### src/rtl/pc_ir_unit.sv
// pc_ir_unit: program counter, instruction register, status flags, OUTR
// register and halt latch for the 16-bit multicycle CPU.
//
// Ports:
//   clk, reset        rising-edge clock, synchronous active-high reset
//   cpu_on            run enable; state holds when low
//   e_pc, pc_src,
//   pc_jp[1:0]        PC load strobe and source select
//   IorD              memory address select (1 = daddr, 0 = pc)
//   we_ir             IR load strobe (captures mem_rdata)
//   e_flag            flag load strobe (captures alu_n/z/c/v)
//   e_out_r           OUTR load strobe (captures reg_rd)
//   done              sets the sticky halt latch
//   alu_y, alu_*      ALU result and flags
//   reg_rd, daddr     register-file Rd and datapath data address
//   mem_rdata         synchronous memory read data
//   mem_addr          combinational memory address
//   pc, instr         current PC and IR
//   n/z/c/v_flag      registered flags
//   out_data/valid    OUTR contents and one-cycle valid pulse
//   halted            sticky halt indicator
//   jump_cnt          (only with PC_JUMP_CNT_EN) saturating count of taken
//                     non-sequential PC loads
//
// Optional feature macro: PC_JUMP_CNT_EN.
module pc_ir_unit #(
  parameter int            AW       = 16,
  parameter logic [AW-1:0] RESET_PC = '0
) (
  input  logic          clk,
  input  logic          reset,
  input  logic          cpu_on,
  input  logic          e_pc,
  input  logic          IorD,
  input  logic          we_ir,
  input  logic          pc_src,
  input  logic [1:0]    pc_jp,
  input  logic          e_flag,
  input  logic          e_out_r,
  input  logic          done,
  input  logic [15:0]   alu_y,
  input  logic          alu_n,
  input  logic          alu_z,
  input  logic          alu_c,
  input  logic          alu_v,
  input  logic [15:0]   reg_rd,
  input  logic [AW-1:0] daddr,
  input  logic [15:0]   mem_rdata,
  output logic [AW-1:0] mem_addr,
  output logic [AW-1:0] pc,
  output logic [15:0]   instr,
  output logic          n_flag,
  output logic          z_flag,
  output logic          c_flag,
  output logic          v_flag,
  output logic [15:0]   out_data,
  output logic          out_valid,
`ifdef PC_JUMP_CNT_EN
  output logic [15:0]   jump_cnt,
`endif
  output logic          halted
);

  typedef struct packed {
    logic n;
    logic z;
    logic c;
    logic v;
  } flags_t;

  flags_t          flags;
  logic            live;
  logic [AW-1:0]   pc_nxt;
  logic [15:0]     pc16;
  logic [15:0]     br_off;
  logic [15:0]     jmp_tgt;

  assign live     = cpu_on & ~halted;
  assign mem_addr = IorD ? daddr : pc;

  // Jump targets are formed at 16 bits and truncated to AW, so the branch
  // offset sign extension and the 11-bit page splice work for any AW.
  always_comb begin
    pc16         = '0;
    pc16[AW-1:0] = pc;
  end
  assign br_off  = {{8{instr[7]}}, instr[7:0]};
  assign jmp_tgt = {pc16[15:11], instr[10:0]};

  always_comb begin
    pc_nxt = pc;
    if (e_pc) begin
      if (!pc_src) pc_nxt = alu_y[AW-1:0];
      else begin
        case (pc_jp)
          2'b00:   pc_nxt = pc + br_off[AW-1:0];
          2'b01:   pc_nxt = jmp_tgt[AW-1:0];
          2'b10:   pc_nxt = reg_rd[AW-1:0];
          default: pc_nxt = pc;  // reserved encoding: hold
        endcase
      end
    end
  end

  always_ff @(posedge clk) begin
    if (reset) begin
      pc        <= RESET_PC;
      instr     <= '0;
      flags     <= '0;
      out_data  <= '0;
      out_valid <= 1'b0;
      halted    <= 1'b0;
    end else begin
      // The valid pulse is driven every cycle so it never lingers past
      // the cycle after its OUTR load.
      out_valid <= live & e_out_r;
      if (live) begin
        pc <= pc_nxt;
        // IR captures data fetched from the old PC even when PC moves
        // on the same edge.
        if (we_ir)   instr    <= mem_rdata;
        if (e_flag)  flags    <= '{n: alu_n, z: alu_z, c: alu_c, v: alu_v};
        if (e_out_r) out_data <= reg_rd;
        if (done)    halted   <= 1'b1;
      end
    end
  end

  assign n_flag = flags.n;
  assign z_flag = flags.z;
  assign c_flag = flags.c;
  assign v_flag = flags.v;

`ifdef PC_JUMP_CNT_EN
  logic jump_taken;
  assign jump_taken = live & e_pc & pc_src & (pc_jp != 2'b11);

  always_ff @(posedge clk) begin
    if (reset)                                jump_cnt <= '0;
    else if (jump_taken && jump_cnt != 16'hFFFF) jump_cnt <= jump_cnt + 16'd1;
  end
`endif

endmodule

### config.mk
export PLATFORM = sky130hd
export DESIGN_NAME = pc_ir_unit
export DESIGN_NICKNAME = d
export VERILOG_FILES = /design/src/rtl/pc_ir_unit.sv
export SDC_FILE = /design/constraint.sdc
export NUM_CORES = 1
export LEC_CHECK = 0
export CORE_UTILIZATION = 40
export CTS_CLUSTER_SIZE = 10
export DETAILED_ROUTE_END_ITERATION = 16
export GPL_TIMING_DRIVEN = 1
export MAX_ROUTING_LAYER = met4
export PLACE_DENSITY = 0.8
export SETUP_SLACK_MARGIN = 0.05
export SLEW_MARGIN = 20
export SYNTH_ARGS = -nofsm -noshare
export SYNTH_HDL_FRONTEND = slang
export SYNTH_SLANG_ARGS = --single-unit
### constraint.sdc
create_clock -name clk -period 3.7 [get_ports clk]
set_input_delay 0.74 -clock clk [delete_from_list [all_inputs] [get_ports clk]]
set_output_delay 0.74 -clock clk [all_outputs]
set_load 0.01 [all_outputs]
=== Word level (Yosys, flattened, before mapping) ===
Index checks and enable logic that the tools add are counted.

* ROM bits: 0
* Bits in registers: 54
* Memories kept: 0
* Bits in writable memories: 0
* Bits in latches: 0

* Equal/unequal tests: 5
* $mul: 0
* Shift operators: 0
* Multiplexer cells: 3
* Bitwise operators: 3
* Divide/modulo/power cells: 0
* Order comparisons: 0
* Reductions and logical operators: 7
* $add $sub $neg: 1

{| class="wikitable"
|+ Operators by type and width
! kind !! number
|-
| $pmux W16 S3 || 1
|-
| $mux W16 || 2
|-
| $add A16 B16 Y16 || 1
|-
| $reduce_and A2 Y1 || 4
|-
| $ne A4 B1 Y1 const B || 1
|-
| $reduce_and A4 Y1 || 1
|-
| $ne A3 B1 Y1 const B || 1
|-
| $reduce_and A3 Y1 || 1
|-
| $and A1 B1 Y1 || 2
|-
| $eq A2 B1 Y1 const B || 1
|-
| $eq A2 B2 Y1 const B || 1
|-
| $logic_not A2 Y1 || 1
|-
| $ne A2 B2 Y1 const B || 1
|-
| $not A1 Y1 || 1
|}

=== Longest topological paths before layout ===
* Depth after elaboration: 3
* Depth in mapped cells: 8
* Mapped depth without buffers: 8

=== Worst setup path before layout ===
No wires, ideal clock.

* Kind: input to output
* Start point: in IorD
* End point: out mem_addr[10]
* Cell stages on the path: 3
* Arrival time: 1,739 ps
* Setup slack: 1,221 ps
* Data required time: 2,960 ps
* Path through: clkbuf_1 -> clkbuf_1 -> mux2_2

* Longest elaborated chain between the ends: 1

{| class="wikitable"
|+ Ends and longest elaborated chain
! item !! RTL line !! text
|-
| from (decl) || 34 || <nowiki>input logic IorD,</nowiki>
|-
| $mux W16 || 79 || <nowiki>assign mem_addr = IorD ? daddr : pc;</nowiki>
|-
| to (decl) || 49 || <nowiki>output logic [AW-1:0] mem_addr,</nowiki>
|}

No other way between the ends.

=== Final worst setup path ===
* Start point: in IorD
* End point: out mem_addr[13]

The elaborated chain is that of the path after synthesis.

==> results.txt <==
Status: complete, no violations
CP max stage cell: clkdlybuf4s50_1
IO Count: 150
CP Class: in -> out
Clock slew at reported path FFs: 0.10 ns
Root Buffer: clkbuf_8
Core area: 7770 um2
Syn Inst Count: 417
Dpl ws: 0.526 ns
Total Wirelength: 10300 um
Power Density: 302 nW/um2
Slew Limit Headroom: 0.584
DP Wirelength: 7820 um
Slowest stage delay, CP: 0.49 ns
Synthesized area: 3240 um2
Final Hold Violating Endpoints: 0
Worst setup margin: 0.660 ns
Crit path time final: 3.04 ns
Measured slew at the worst slew-check pin: 0.624 ns
Maximum clock frequency: 0.329 GHz
Synthesized flop and latch total: 54
Vias in the first global route: 3531
Design Area, Final: 4900 um2
TNS Setup: 0 ns
Slew Limit Fails: 0
Post-route clock period utilization: 0.822
Layout area overhead: 51.2%
Worst skew pair latency: 0.32 ns
Initial Utilization: 0.417
RSZ-0062 raised after global routing: no
Global Route Usage Sum: 0.252
Max-cap violation count: 0
Fin cells: 656
Max VDD drop: 0.225 mV
Die ar.: 8470 um2
CTS Buffer Depth: 2
Fraction of registers with async set/reset: 0
Post-CTS Hold Fix Bufs: 0
Clk_skew: 0.0137 ns
Die width: 92.0 um
Clk sink count: 54
Placed cell areas: 4780 um2
WL/cell: 15.7 um
Setup violations, final: 0
Crit path DAT: 2.30 ns
Warnings, synthesis: 0
Via count: 3597
Worst setup SP type: input port
Placed cell count: 648
Diode count: 0
ANT nets after route: 0
Routed vias/inst: 5.48
Number of fillers in the final layout: 700
Resized Gates After CTS: 0
Most common cell on crit path: clkdlybuf4s50_1
Synth unique cells: 54
Number of synthesized flops with an enable pin: 0
Initial DRC Count: 281
Initial antenna violation count: 0
Fraction of layout cells with a size suffix above 1: 0.0686
Worst path cell trace: clkdlybuf4s50_1, buf_4, mux2_2, clkdlybuf4s50_1
H-tree depth: 2
Placer Congestion: 0.847
Row count: 32
CTS tree: built
First-pass GRT wire length: 16600 um
Largest net degree at the start of global routing: 58
CP Capture Type: output pin
Port Buffers: 149
Worst hold path class: reg -> reg
Die Y: 92.0 um
CP max FO: 16
Residual DRC: 0
TritonCTS buffer count: 5
P_leak: 1.82 nW
Synth Net Count: 516
Final nets: 652
Post-synthesis sequential area ratio: 0.334
Post-CTS Setup Bufs: 0
Mean Syn Cell Area: 7.77 um2
Worst path required time: 2.96 ns
Remaining global-route overflow: 0
Pre-antenna DRT Iters: 4
Top FF cell, synth: dfxtp_1
[cells by family (layout without fill, tap and decap cells)]
family / count (synthesis) / in the layout / share of synthesized area
xor+xnor: 12 / 12 / 0.0324
simple gates: 149 / 149 / 0.204
mux: 16 / 16 / 0.0556
flops: 54 / 54 / 0.334
compound gates: 133 / 133 / 0.254
fa+ha+maj: 19 / 19 / 0.0757
buf+inv: 34 / 171 / 0.0444
[cell usage after synthesis (6+ instances only)]
master / number / area, um2
o211ai_1: 6 / 45.0
nand3_1: 15 / 75.1
o21ai_0: 19 / 95.1
a21oi_1: 58 / 290
xor2_1: 8 / 70.1
nand2_1: 91 / 342
nor2_1: 22 / 82.6
inv_1: 8 / 30.0
ha_1: 18 / 225
a211oi_1: 8 / 60.1
a22oi_1: 10 / 75.1
dfxtp_1: 54 / 1080
mux2_2: 16 / 180
clkbuf_1: 20 / 75.1
[critical path, delay by kind of cell]
kind | cells | cell delay [ns]
buffers and inverters | 3 | 1.18
muxes | 1 | 0.37
[power by group]
part | leakage (nW) | total, mW | internal [mW] | switching (mW)
Clock | 0.0587 | 0.419 | 0.206 | 0.213
Sequential | 0.442 | 0.643 | 0.612 | 0.0305
Combinational | 1.32 | 0.419 | 0.230 | 0.188
Total | 1.82 | 1.48 | 1.05 | 0.432
[layout by cell type, fill, tap and decap left out, types with 2 or more instances in the layout]
| cell | instances |
|---|---|
| xnor2_1 | 4 |
| nand4_1 | 2 |
| o22ai_1 | 5 |
| ha_1 | 18 |
| a31oi_1 | 2 |
| nand2_1 | 91 |
| dfxtp_1 | 54 |
| mux2_2 | 16 |
| nand2b_1 | 3 |
| o2111ai_1 | 2 |
| or4_1 | 2 |
| clkdlybuf4s50_1 | 148 |
| a211o_1 | 3 |
| a21oi_1 | 58 |
| and2_1 | 3 |
| o211ai_1 | 6 |
| o21bai_1 | 2 |
| inv_1 | 8 |
| o21a_1 | 4 |
| buf_4 | 6 |
| a211oi_1 | 8 |
| nand3_1 | 15 |
| xor2_1 | 8 |
| clkbuf_8 | 5 |
| and3_1 | 2 |
| o21ai_0 | 19 |
| a22oi_1 | 10 |
| nor2_1 | 22 |
[final cells by class]
class                      count  area (um2)  area share
tap                          102         128      0.0260
sequential                    54        1080       0.221
timing repair buffer         154        1530       0.311
clock inverter                 3        47.5     0.00970
clock buffer                   5        68.8      0.0140
inverter                       9        33.8     0.00689
multi-input combinational    329        2020       0.411
[flip-flops by register name, summed over array words and instances (netlist names)]
register / count
instr: 16
out_data: 16
pc: 16
c_flag: 1
halted: 1
n_flag: 1
out_valid: 1
v_flag: 1
z_flag: 1
[final timing paths]
| path | from | endpoint | slack (ns) | depth (start not counted) |
|---|---|---|---|---|
| worst max-delay path | IorD | mem_addr[13] | 0.66 | 4 |
| worst max register to register | pc[0] | pc[8] | 1.23 | 8 |
| worst min register to register | out_data[12] | out_data[12] | 0.46 | 2 |
| worst min-delay path | out_data[12] | out_data[12] | 0.46 | 2 |
[layer usage]
layer	global-route usage	wire length [um]	share of wire	vias up
li1	-	-	-	1765
met5	-	0	0	-
met2	0.430	5010	0.48	149
met3	0.0514	669	0.065	15
met4	0.0560	147	0.014	0
met1	0.307	4510	0.44	1668
[stage by stage]
step / power [mW] / hold slack [ns] / util
3_3_place_gp: 1.06 / 0.442 / 0.616
6_report: 1.48 / 0.461 / 0.631
4_1_cts: 1.49 / 0.462 / 0.631
5_1_grt: 1.55 / 0.479 / 0.631
3_5_place_dp: 1.07 / 0.446 / 0.616
2_1_floorplan: 0.849 / 0.481 / -
No activity file was read; power rests on OpenSTA's default activity.
